`src/rtl/jtcop_objdma.sv`:
```
// jtcop_objdma -- object RAM DMA engine.
//
// Copies the whole object RAM (2^AW words) into one bank of the object line
// buffer frame store each time the main CPU raises obj_copy. Reads are issued
// one per cen-qualified clock. Each write lands one clock after its read,
// when the synchronous RAM data is valid. One further request can be queued
// while a copy is in flight. Any requests beyond that one are dropped.
//
// Build option:
//   JTCOP_OBJDMA_VBWAIT_EN  defined: a queued copy only starts while LVBL is
//                           low (inside vertical blank). Once a copy has
//                           started it runs to completion.
//                           undefined: a copy starts on the first cen cycle
//                           and LVBL is ignored.
//
// Ports:
//   clk, rst        clock, asynchronous active-high reset
//   cen             DMA clock enable (one read issued per cen)
//   LVBL            vertical blank, active low
//   obj_copy        copy request level; its rising edge is the request
//   mixpsel         destination bank, sampled when the copy starts
//   src_addr        object RAM read address
//   src_dout        object RAM read data (1-clock latency)
//   buf_addr        destination address {bank, word}
//   buf_din         destination write data
//   buf_we          destination write strobe, one clock wide
//   busy            high while the engine is not idle
//   done            one-clock pulse on the clock after the last write
//
// state | meaning
// IDLE  | no copy in progress, waiting for a request edge
// WAIT  | request accepted, waiting for cen (and blank, when enabled) to start
// COPY  | issuing one read per cen; writes trail the reads by one clock
// FLUSH | last read issued; its write lands and the engine exits

module jtcop_objdma #(
    parameter int AW = 10,
    parameter int DW = 16
) (
    input  logic          clk,
    input  logic          rst,
    input  logic          cen,
    input  logic          LVBL,
    input  logic          obj_copy,
    input  logic          mixpsel,
    output logic [AW-1:0] src_addr,
    input  logic [DW-1:0] src_dout,
    output logic [AW:0]   buf_addr,
    output logic [DW-1:0] buf_din,
    output logic          buf_we,
    output logic          busy,
    output logic          done
);

    typedef enum logic [1:0] {
        ST_IDLE  = 2'd0,
        ST_WAIT  = 2'd1,
        ST_COPY  = 2'd2,
        ST_FLUSH = 2'd3
    } state_t;

    state_t      st, st_nxt;
    logic        obj_l;
    logic        req;
    logic        pending, pend_nxt;
    logic        bank;
    logic        go;
    logic        issue;
    logic        iss;       // a read was issued on the previous clock
    logic        flush_d;   // delays done to the clock after the last write
    logic        start_ok;
    logic [AW:0] rd_cnt, rd_nxt;

    assign req    = obj_copy & ~obj_l;
    assign rd_nxt = rd_cnt + 1'b1;

`ifdef JTCOP_OBJDMA_VBWAIT_EN
    assign start_ok = ~LVBL;
`else
    logic unused_lvbl;
    assign unused_lvbl = LVBL;
    assign start_ok    = 1'b1;
`endif

    always_comb begin
        st_nxt   = st;
        pend_nxt = pending;
        go       = 1'b0;
        issue    = 1'b0;
        case (st)
            ST_IDLE: begin
                if (req) st_nxt = ST_WAIT;
            end
            ST_WAIT: begin
                // A request here merges into the copy that has not started yet
                if (cen && start_ok) begin
                    go     = 1'b1;
                    st_nxt = ST_COPY;
                end
            end
            ST_COPY: begin
                if (req) pend_nxt = 1'b1;
                if (cen) begin
                    issue = 1'b1;
                    // MSB of the incremented count marks the last address
                    if (rd_nxt[AW]) st_nxt = ST_FLUSH;
                end
            end
            ST_FLUSH: begin
                if (pending || req) begin
                    pend_nxt = 1'b0;
                    st_nxt   = ST_WAIT;
                end else begin
                    st_nxt   = ST_IDLE;
                end
            end
            default: st_nxt = ST_IDLE;
        endcase
    end

    always_ff @(posedge clk or posedge rst) begin
        if (rst) begin
            st       <= ST_IDLE;
            obj_l    <= 1'b0;
            pending  <= 1'b0;
            bank     <= 1'b0;
            rd_cnt   <= '0;
            src_addr <= '0;
            iss      <= 1'b0;
            buf_we   <= 1'b0;
            buf_addr <= '0;
            flush_d  <= 1'b0;
            done     <= 1'b0;
        end else begin
            st      <= st_nxt;
            obj_l   <= obj_copy;
            pending <= pend_nxt;
            if (go) begin
                bank   <= mixpsel;
                rd_cnt <= '0;
            end
            if (issue) begin
                src_addr <= rd_cnt[AW-1:0];
                rd_cnt   <= rd_nxt;
            end
            // src_addr still holds the issued address when the data returns,
            // since it only moves on the next issue
            iss    <= issue;
            buf_we <= iss;
            if (iss) buf_addr <= {bank, src_addr};
            flush_d <= (st == ST_FLUSH);
            done    <= flush_d;
        end
    end

    // RAM data is valid exactly during the write clock; hold 0 otherwise
    assign buf_din = buf_we ? src_dout : '0;
    assign busy    = (st != ST_IDLE);

endmodule

```
`config.mk`:
```
export PLATFORM = sky130hd
export DESIGN_NAME = jtcop_objdma
export DESIGN_NICKNAME = d
export VERILOG_FILES = /design/src/rtl/jtcop_objdma.sv
export SDC_FILE = /design/constraint.sdc
export NUM_CORES = 1
export LEC_CHECK = 0
export ABC_CLOCK_PERIOD_IN_PS = 2000
export CORE_AREA = 5 5 73 75
export CTS_BUF_LIST = sky130_fd_sc_hd__clkbuf_8
export DETAILED_ROUTE_END_ITERATION = 8
export DIE_AREA = 0 0 78 80
export GPL_TIMING_DRIVEN = 0
export HOLD_SLACK_MARGIN = 0.08
export MAX_ROUTING_LAYER = met4
export PLACE_DENSITY = 0.75
export REMOVE_ABC_BUFFERS = 1
export SLEW_MARGIN = 5
export SYNTH_ARGS = -nofsm -noshare
export SYNTH_HDL_FRONTEND = slang
export SYNTH_SLANG_ARGS = --single-unit
```
`constraint.sdc`:
```
create_clock -name clk -period 2 [get_ports clk]
set_input_delay 0.6 -clock clk [delete_from_list [all_inputs] [get_ports clk]]
set_output_delay 0.6 -clock clk [all_outputs]
set_load 0.01 [all_outputs]
```
; After elaboration in Yosys (flattened, before gate mapping)
; Cells that the tools add are included.
[op_classes]
addsub = 1
n_eq_ne = 9
n_mux = 15
bitwise = 2
reduce_logical = 7
[op_table]
columns = operator, n
row1 = $mux W11, 2
row2 = $mux W16, 1
row3 = $ne A2 B2 Y1 const B, 6
row4 = $add A11 B1 Y11 const B, 1
row5 = $mux W2, 4
row6 = $pmux W2 S4, 1
row7 = $mux W1, 6
row8 = $reduce_bool A2 Y1, 3
row9 = $eq A2 B2 Y1 const B, 2
row10 = $reduce_and A4 Y1, 1
row11 = $reduce_and A3 Y1, 1
row12 = $eq A2 B1 Y1 const B, 1
row13 = $logic_not A2 Y1, 1
row14 = $pmux W1 S2, 1
row15 = $and A1 B1 Y1, 1
row16 = $logic_or A1 B1 Y1, 1
row17 = $not A1 Y1, 1
[word_totals]
reg_bits = 41

; Depth between registers and ports, before layout
; Gate-level depths: netlist (run 1).
[logic_depth]
ltp_word = 5
depth_mapped = 8
ltp_nobuf = 6

; Worst setup path before layout (run 1)
; OpenSTA, ideal clock, no wires.
[synth_timing]
kind = register to register
from = register rd_cnt[0]
to = register st[1]
arrival_ns = 1.858
slack_ns = 0.014
stages_incl_launch_ff = 6
n_path_buf = 0
path_cell_list = dfrtp_1 -> ha_1 -> nand3_4 -> or4_4 -> a31oi_2 -> mux2_1
[synth_via]
elab_chain_len = 3
[synth_lines]
columns = item, line
row1 = "start, declared", 72  ; logic [AW:0] rd_cnt, rd_nxt;
row2 = "start signal, assigned", 144  ; rd_cnt <= rd_nxt;
row3 = $add A11 B1 Y11, 75  ; assign rd_nxt = rd_cnt + 1'b1;
row4 = $ne A2 B2 Y1 (no line), n/a
row5 = $reduce_and A4 Y1 (no line), n/a
row6 = "end signal, assigned", 135  ; st <= st_nxt;
row7 = "end, declared", 62  ; state_t st, st_nxt;
; Every way passes these cells.
; A chain may end at the register's enable or synchronous reset.

; Final worst setup path (run 1)
[layout_timing]
from = input port src_dout[4]
to = output port buf_din[4]
[layout_via]
elab_chain_len = 1
[layout_lines]
columns = item, line
row1 = "start, declared", 47  ; input logic [DW-1:0] src_dout,
row2 = $mux W16, 157  ; assign buf_din = buf_we ? src_dout : '0;
row3 = "end, declared", 49  ; output logic [DW-1:0] buf_din,
; Every way passes these cells.

==> results of run 1 <==
## cell families after synthesis
| family | synth area share [%] |
|---|---|
| AO/OA/AOI/OAI | 9.82 |
| XOR/XNOR | 0.917 |
| adder cells (fa/ha/maj) | 3.27 |
| buffers and inverters | 2.75 |
| flip-flops | 53.7 |
| multiplexers | 8.19 |
| AND/OR/NAND/NOR | 21.4 |
## flip-flops by register name, summed over array words and instances (netlist names)
name and cells:
st 2, buf_addr 11, src_addr 10, done 1, bank 1, rd_cnt 11
iss 1, flush_d 1, obj_l 1, pending 1, buf_we 1
## through the flow
stage	utilization, %	power (mW)	setup TNS, ns
floorplan	-	1.66	0
global placement	55.5	2.08	-27.74
detailed placement	55.5	2.10	-12.69
CTS	58.4	2.68	0
global route	58.3	2.88	0
finish	58.3	2.70	0
## worst max path at each step
stage	start	end	slack, ns	cells after the start
6_report	src_dout[4]	buf_din[4]	0.02	3
5_1_grt	src_dout[4]	buf_din[4]	0.006	3
4_1_cts	src_dout[6]	buf_din[6]	0.002	3
3_5_place_dp	cen	rd_cnt[5]	-0.59	5
3_3_place_gp	cen	rd_cnt[1]	-0.52	4
2_1_floorplan	rd_cnt[0]	st[1]	0.01	5
## what timing repair did
action                     4_1_cts  5_1_grt
setup endpoints to repair       41       20
hold endpoints to repair         0        0
gates resized for setup         54       13
cloned                           0        0
setup buffers                    3        8
## worst register-to-register path: cells and delay by family (launching register included)
family / cells / cell delay [ns]
compound gates: 1 / 0.23
simple gates: 2 / 0.68
flops: 1 / 0.38
fa+ha+maj: 1 / 0.16
mux: 1 / 0.33
## cells in the mapped netlist (all sizes together) (2+ instances only)
library cell	number
nand2	44
nor2	5
xor2	2
inv	7
mux2	13
nor3	2
nor4	3
dfrtp	41
clkbuf	6
ha	5
o21ai	10
a21o	2
and2	16
nand2b	2
a31oi	2
nand3	5
## power by group
part           leakage, nW  switching, mW  internal, mW
combinational        0.688          0.510         0.576
clock               0.0491          0.270         0.237
sequential           0.549          0.115         0.990
## routing by layer
layer | wire length, um | GRT usage (%)
met5 | 0 | -
met4 | 78 | 5.07
met3 | 411 | 5.19
met2 | 1960 | 24.1
met1 | 1690 | 15.5
## final cells by class
type | count | share of cell area (%)
sequential | 41 | 38.3
multi-input combinational | 129 | 32.3
timing repair buffer | 71 | 22.6
clock buffer | 5 | 2.57
tap | 54 | 2.52
inverter | 7 | 1.12
clock inverter | 3 | 0.513
==> results.md, run 1 <==
- Status: complete, no violations
- Ys flop type: dfrtp_1
- Top Family by Delay on Critical Path: buffers and inverters
- Post-route insts no fill: 310
- Final setup fails: 0
- WL final: 4140 um
- Clock Skew: 0.00598 ns
- FF/Latch Area: 1030 sq um
- Post-synth top area cell: dfrtp_1
- Post-synthesis sequential area ratio: 53.7%
- CTS tree: yes
- Synthesized flop and latch total: 41
- Slew HR: 44.7%
- Dpl cell area: 2550 sq um
- Reg-to-Reg End: st[1]
- Nets: 282
- Max_cap viols: 0
- Worst Max-Slew Pin Slew: 0.828 ns
- Gpl congestion: 0.758
- Gr ovfl total: 0
- # DRC: 0
- Cell depth of the worst min-delay path: 0
- CTS sink cnt: 41
- Core Footprint: 4600 sq um
- CTS Buffer Depth: 2
- Tmin final: 1.98 ns
- Crit Path Class: input pin to primary output
- CP bufs+invs: 2
- Worst r2r src: rd_cnt[0]
- Fin area: 2680 sq um
- RSZ-0062 raised after global routing: false
- Fin crit share: 99.1%
- Peak supply drop: 0.000561 V
- R2R setup slack: 0.10 ns
- # diodes: 0
- Post-Place Cells: 291
- Power Density: 1010 nW/um^2
- Pre-CTS WS: -0.587 ns
- CP peak stage delay: 0.44 ns
- Total number of vias: 1,585
- Final worst slack: 0.0181 ns
- Main area contributors after synthesis: dfrtp_1 54%, nand2_1 8.6%, mux2_2 7.1%
- Crit start category: input pin
- Critical path cell sequence: clkdlybuf4s50_1 > and2_1 > clkdlybuf4s15_1
- Area growth syn-to-layout: 40.4%
- Hold Path Sink: done
- HP Start: flush_d
- Worst-Skew Late Latency: 0.29 ns
- Via/cell ratio: 5.11
- Cts hold-fix bufs: 0
- CP max stage cell: clkdlybuf4s50_1
- PortBufs: 60
- Clk root buf: clkbuf_8
- Yosys cell types: 38
- Final Hold Viols: 0
- Share of layout cells above drive strength 1: 23.8%
- Slew Viols, Final: 0
- Starting Density: 41.6%
- H-tree depth: 2
- Post-Syn Area per Cell: 10.4 sq um
- Largest net degree at the start of global routing: 42
- Ports: 62
- Hold Crit Class: flop to flop
- Minimum hold slack: 0.363 ns
- Syn Inst Count: 184
- Leakage: 1.29 nW
- Synth Warn #: 0
- Die X-Extent: 78 um
- Multi-input combinational cell area: 867 sq um
- Crit path required time: 1.40 ns
- Critical path fanouts, max: 1
- FF-to-FF path depth: 5
- Nature of the critical path endpoint: primary output
- Worst-path clk slew: 0.08 ns
- Fillers: 410
- Vias in the first global route: 1,563
- Vert. Die Dim: 80 um
- Area of the mapped netlist: 1910 sq um
- Count of flip-flops with a built-in enable after synthesis: 0
- Initial antenna violation count: 0
- Post-synth ARST share: 100%
- CTS Buf Count: 5
- F_max: 0.505 GHz
- 1st-iter DRT viols: 84
- Site row count: 25
- Worst EP arrival: 1.38 ns
- DPL Wire Length: 2880 um
- GRT Total Usage: 14.3%
- Wirelength per Cell: 13.3 um
- Drt first pass iters: 4
- Most frequent cells in the layout: 43 x nand2_1, 43 x clkdlybuf4s50_1, 39 x dfrtp_1, 16 x and2_1, 12 x mux2_2
- Die area: 6240 sq um
- Top-area cell type share of the netlist area: 53.7%
- First-pass GRT wire length: 7070 um
- Antenna Nets Post-Route: 0
No activity file was read; power rests on OpenSTA's default activity.
==> run 2, diff against run 1 <==
--- a/config.mk
+++ b/config.mk
@@ -5,7 +5,7 @@
 export SDC_FILE = /design/constraint.sdc
 export NUM_CORES = 1
 export LEC_CHECK = 0
-export ABC_CLOCK_PERIOD_IN_PS = 2000
+export ABC_CLOCK_PERIOD_IN_PS = 1800
 export CORE_AREA = 5 5 73 75
 export CTS_BUF_LIST = sky130_fd_sc_hd__clkbuf_8
 export DETAILED_ROUTE_END_ITERATION = 8
==> constraint.sdc (replaced) <==
create_clock -name clk -period 1.8 [get_ports clk]
set_input_delay 0.54 -clock clk [delete_from_list [all_inputs] [get_ports clk]]
set_output_delay 0.54 -clock clk [all_outputs]
set_load 0.01 [all_outputs]
==> run 2 against run 1 <==
Compared with the run above: clock skew about the same; clock-buffer cell count stayed put; clock power increased by 12%; highest routed layer unchanged; sequential power increased by 11%; critical path depth stayed put; flip-flop and latch count unchanged.
==> results.md, run 2 (synthesized netlist as in run 1, its figures left out) <==
- Hold Crit Class: flop to flop
- Pre-CTS WS: -0.727 ns
- Starting Density: 41.6%
- Die area: 6240 sq um
- Fin crit share: 98.5%
- Die X-Extent: 78 um
- Ports: 62
- Vias in the first global route: 1,611
- GRT Total Usage: 15.0%
- Slew HR: 45.4%
- Final setup fails: 0
- Cts hold-fix bufs: 0
- Gr ovfl total: 0
- Clock Skew: 0.00567 ns
- Final Hold Viols: 0
- Initial antenna violation count: 0
- Gpl congestion: 0.758
- Wirelength per Cell: 13.8 um
- Worst-Skew Late Latency: 0.29 ns
- Dpl cell area: 2550 sq um
- First-pass GRT wire length: 7440 um
- Critical path fanouts, max: 1
- CP peak stage delay: 0.45 ns
- Critical path cell sequence: clkdlybuf4s50_1 > and2_1 > buf_2
- CTS tree: yes
- Setup TNS Final: 0 ns
- Fin area: 2790 sq um
- Critical Path Start: src_dout[3]
- 1st-iter DRT viols: 65
- Post-route insts no fill: 313
- Status: complete, no violations
- Final worst slack: 0.0264 ns
- Vert. Die Dim: 80 um
- H-tree depth: 2
- DPL Wire Length: 2880 um
- Slew Viols, Final: 0
- Post-Place Cells: 291
- Via/cell ratio: 5.18
- Area growth syn-to-layout: 45.8%
- Tmin final: 1.77 ns
- Share of layout cells above drive strength 1: 28.6%
- Leakage: 1.41 nW
- Crit start category: input pin
- Nets: 285
- CTS Buffer Depth: 2
- CP max stage cell: clkdlybuf4s50_1
- Top Family by Delay on Critical Path: buffers and inverters
- WL final: 4330 um
- F_max: 0.564 GHz
- FF-to-FF path depth: 7
- CTS Buf Count: 5
- Crit Path Class: input pin to primary output
- CTS sink cnt: 41
- Nature of the critical path endpoint: primary output
- Top Registers: buf_addr: 11 flops, rd_cnt: 11 flops, src_addr: 10 flops
- HP Start: flush_d
- Drt first pass iters: 4
- Site row count: 25
- Reg-to-Reg End: st[1]
- Max_cap viols: 0
- Crit path required time: 1.26 ns
- Peak supply drop: 0.000622 V
- Worst EP arrival: 1.23 ns
- Antenna Nets Post-Route: 0
- R2R setup slack: 0.04 ns
- Clk root buf: clkbuf_8
- Most common cell after layout, fill and taps aside: nand2_1
- Hold Path Sink: done
- Most frequent cells in the layout: 43 x nand2_1, 36 x clkdlybuf4s50_1, 35 x dfrtp_1, 14 x and2_1, 14 x buf_2
- # diodes: 0
- Worst Max-Slew Pin Slew: 0.818 ns
- Cell depth of the worst min-delay path: 0
- Largest net degree at the start of global routing: 42
- Core Footprint: 4600 sq um
- Power Density: 1150 nW/um^2
- Total number of vias: 1,620
- # DRC: 0
- CP bufs+invs: 2
- Worst-path clk slew: 0.08 ns
- RSZ-0062 raised after global routing: true
- Worst r2r src: st[0]
- PortBufs: 60
==> run 2: cell types whose count changed in the layout (fill, tap and decap cells not counted), moves of 2 or more <==
cell,delta
clkbuf_2,-8
buf_2,+7
clkdlybuf4s50_1,-7
dlymetal6s2s_1,+7
dfrtp_1,-4
dfrtp_2,+4
and2_1,-2
and2_4,+2
buf_4,+2
buf_6,+2
ha_4,+2
==> run 2: per-stage QoR <==
step                utilization (%)  total power [mW]  hold WS [ns]
global route                   60.6              3.41         0.393
floorplan                         -              1.84         0.331
CTS                            58.4              3.09         0.367
global placement               55.5              2.31         0.335
detailed placement             55.5              2.34         0.348
finish                         60.6              3.19         0.364
==> run 2: worst max path at each step <==
stage / endpoint / slack [ns] / depth (start not counted)
3_3_place_gp: rd_cnt[1] / -0.66 / 4
4_1_cts: buf_din[14] / 0.004 / 3
3_5_place_dp: rd_cnt[5] / -0.73 / 5
2_1_floorplan: st[1] / -0.19 / 5
5_1_grt: st[1] / -0.04 / 4
6_report: buf_din[3] / 0.03 / 3
==> run 2: power by group <==
| part | switching, mW | internal [mW] |
|---|---|---|
| combinational | 0.635 | 0.760 |
| clock | 0.303 | 0.263 |
| sequential | 0.131 | 1.10 |
==> run 2: layer usage <==
layer	wire length, um	GRT usage, %	vias to the layer above
met5	0	-	-
met4	74	5.24	0
met3	477	5.76	6
met2	2160	25.3	63
met1	1620	16.3	781
li1	-	-	770
==> run 2: final cells by class <==
type,count,area (sq um)
Fill cell,390,1810
Multi-Input combinational cell,129,917
Clock inverter,3,13.8
Timing Repair Buffer,73,648
Timing Repair inverter,1,7.51
Sequential cell,41,1030
Clock buffer,5,68.8
Tap cell,54,67.6
Inverter,7,30.0
==> run 2: what timing repair did <==
item | 4_1_cts | 5_1_grt
setup endpoints to repair | 42 | 15
pin swaps | 2 | 5
cloned | 1 | 0
buffers inserted | 9 | 4
hold endpoints to repair | 0 | 0
gates resized for setup | 83 | 18
==> run 3, diff against run 2 <==
--- a/config.mk
+++ b/config.mk
@@ -6,10 +6,10 @@
 export NUM_CORES = 1
 export LEC_CHECK = 0
 export ABC_CLOCK_PERIOD_IN_PS = 1800
-export CORE_AREA = 5 5 73 75
+export CORE_AREA = 5 5 86 64
 export CTS_BUF_LIST = sky130_fd_sc_hd__clkbuf_8
 export DETAILED_ROUTE_END_ITERATION = 8
-export DIE_AREA = 0 0 78 80
+export DIE_AREA = 0 0 91 69
 export GPL_TIMING_DRIVEN = 0
 export HOLD_SLACK_MARGIN = 0.08
 export MAX_ROUTING_LAYER = met4
==> run 3 against run 2 <==
Compared with the run above: global-route usage rose by 0.25 points; sequential share of layout area shrank 0.26 points; cell count rose by 1.9%; register-to-register slack about the same; clock skew shrank 0.0017 ns; critical path type unchanged; critical endpoint is now buf_din[14].
==> results.md, run 3 (synthesized netlist as in run 1, its figures left out) <==
- Status: complete, no violations
- # diodes: 0
- Leakage: 1.43 nW
- Critical path cell sequence: clkdlybuf4s50_1 > and2_4 > buf_6
- Total number of vias: 1,577
- CP max stage cell: clkdlybuf4s50_1
- Slew HR: 44.9%
- Largest net degree at the start of global routing: 42
- Via/cell ratio: 4.94
- Crit start category: input pin
- Most frequent cells in the layout: 43 x nand2_1, 35 x dfrtp_1, 34 x clkdlybuf4s50_1, 17 x buf_4
- Die area: 6280 sq um
- Antenna Nets Post-Route: 0
- Hold Crit Class: flop to flop
- Final core occ: 61.0%
- GRT Total Usage: 15.3%
- Starting Density: 41.6%
- Area growth syn-to-layout: 46.9%
- Nets: 288
- Ports: 62
- Peak supply drop: 0.000818 V
- CP peak stage delay: 0.46 ns
- WL final: 4610 um
- Final setup fails: 0
- Most common cell after layout, fill and taps aside: nand2_1
- Share of layout cells above drive strength 1: 29.0%
- Top Family by Delay on Critical Path: buffers and inverters
- FF-to-FF path depth: 5
- Tmin final: 1.77 ns
- Met1 usage: 18.7%
- Core Footprint: 4600 sq um
- Crit Path Class: input pin to primary output
- Crit path required time: 1.26 ns
- Crit path depth: 3
- Worst Max-Slew Pin Slew: 0.826 ns
- Met3 GRT Util: 5.00%
- CTS Buf Count: 5
- Drt first pass iters: 4
- # DRC: 0
- Vert. Die Dim: 69 um
- Clock Skew: 0.00401 ns
- First-pass GRT wire length: 7580 um
- H-tree depth: 2
- Gr ovfl total: 0
- Nature of the critical path endpoint: primary output
- Minimum hold slack: 0.352 ns
- Worst-Skew Late Latency: 0.29 ns
- 1st-iter DRT viols: 44
- Final Hold Viols: 0
- FF/Latch Area: 1030 sq um
- Top Registers: buf_addr: 11 flops, rd_cnt: 11 flops, src_addr: 10 flops
- GRT Max-Usage Layer: met2
- CTS sink cnt: 41
- Critical path fanouts, max: 1
- Gpl congestion: 0.795
- Cts hold-fix bufs: 0
- CP bufs+invs: 2
- Worst EP arrival: 1.23 ns
- Initial antenna violation count: 0
- Die X-Extent: 91 um
- Vias in the first global route: 1,557
- Power Density: 1150 nW/um^2
- Met2 GRT Util: 23.4%
- Site row count: 21
- DPL Wire Length: 3060 um
- Max_cap viols: 0
- Slew Viols, Final: 0
- Fin crit share: 98.5%
- Fillers: 391
- Multi-input combinational cell area: 910 sq um
- RSZ-0062 raised after global routing: true
- CTS Buffer Depth: 2
- Wirelength per Cell: 14.5 um
- Cell depth of the worst min-delay path: 0
- PortBufs: 60
- CTS tree: yes
- Worst-path clk slew: 0.08 ns
- F_max: 0.564 GHz
- Clk root buf: clkbuf_8
## run 3: cell types whose count changed in the layout (fill, tap and decap cells not counted), sizes merged
cell and change:
inv -1, buf +4, clkinvlp -1, dlygate4sd2 +3
clkbuf +1, dlymetal6s2s -1, clkdlybuf4s50 -2
## run 3: worst paths after layout
check	from	endpoint	slack (ns)
max	src_dout[14]	buf_din[14]	0.03
min	flush_d	done	0.35
max reg2reg	rd_cnt[0]	st[1]	0.03
min reg2reg	flush_d	done	0.35
max in group asynchronous	rst	buf_we	0.50
min in group asynchronous	rst	buf_addr[5]	0.72
## run 3: final cells by class
class | count | share of cell area (%)
sequential | 41 | 36.8
multi-input combinational | 129 | 32.4
timing repair buffer | 77 | 23.7
clock buffer | 6 | 2.94
tap | 57 | 2.54
inverter | 7 | 1.07
clock inverter | 2 | 0.490
## run 3: where the power goes
part / switching [mW] / leakage (nW) / total (mW) / internal (mW)
clock network: 0.320 / 0.0512 / 0.630 / 0.311
logic: 0.629 / 0.832 / 1.37 / 0.738
registers: 0.133 / 0.543 / 1.23 / 1.10
total: 1.08 / 1.43 / 3.23 / 2.15
## run 3: per-stage QoR
stage / power, mW / TNS [ns] / area, sq um / std cells / worst slack (ns)
floorplan: 1.84 / -0.242 / 1880 / 177 / -0.186
global placement: 2.32 / -38.80 / 2560 / 294 / -0.674
detailed placement: 2.35 / -17.56 / 2560 / 294 / -0.696
CTS: 3.18 / 0 / 2720 / 313 / 0.00501
global route: 3.45 / -0.0364 / 2810 / 319 / -0.0364
finish: 3.23 / 0 / 2810 / 319 / 0.0266
## run 3: metal layers
layer  up-vias  wire [um]
met2        63       2110
li1        777          -
met3         8        343
met5         -          0
met4         0         74
met1       729       2090
## run 3: repair_timing
item,4_1_cts,5_1_grt
endpoints found under the setup margin,42,13
pin swaps,2,2
resized for setup,86,13
setup buffers,11,6
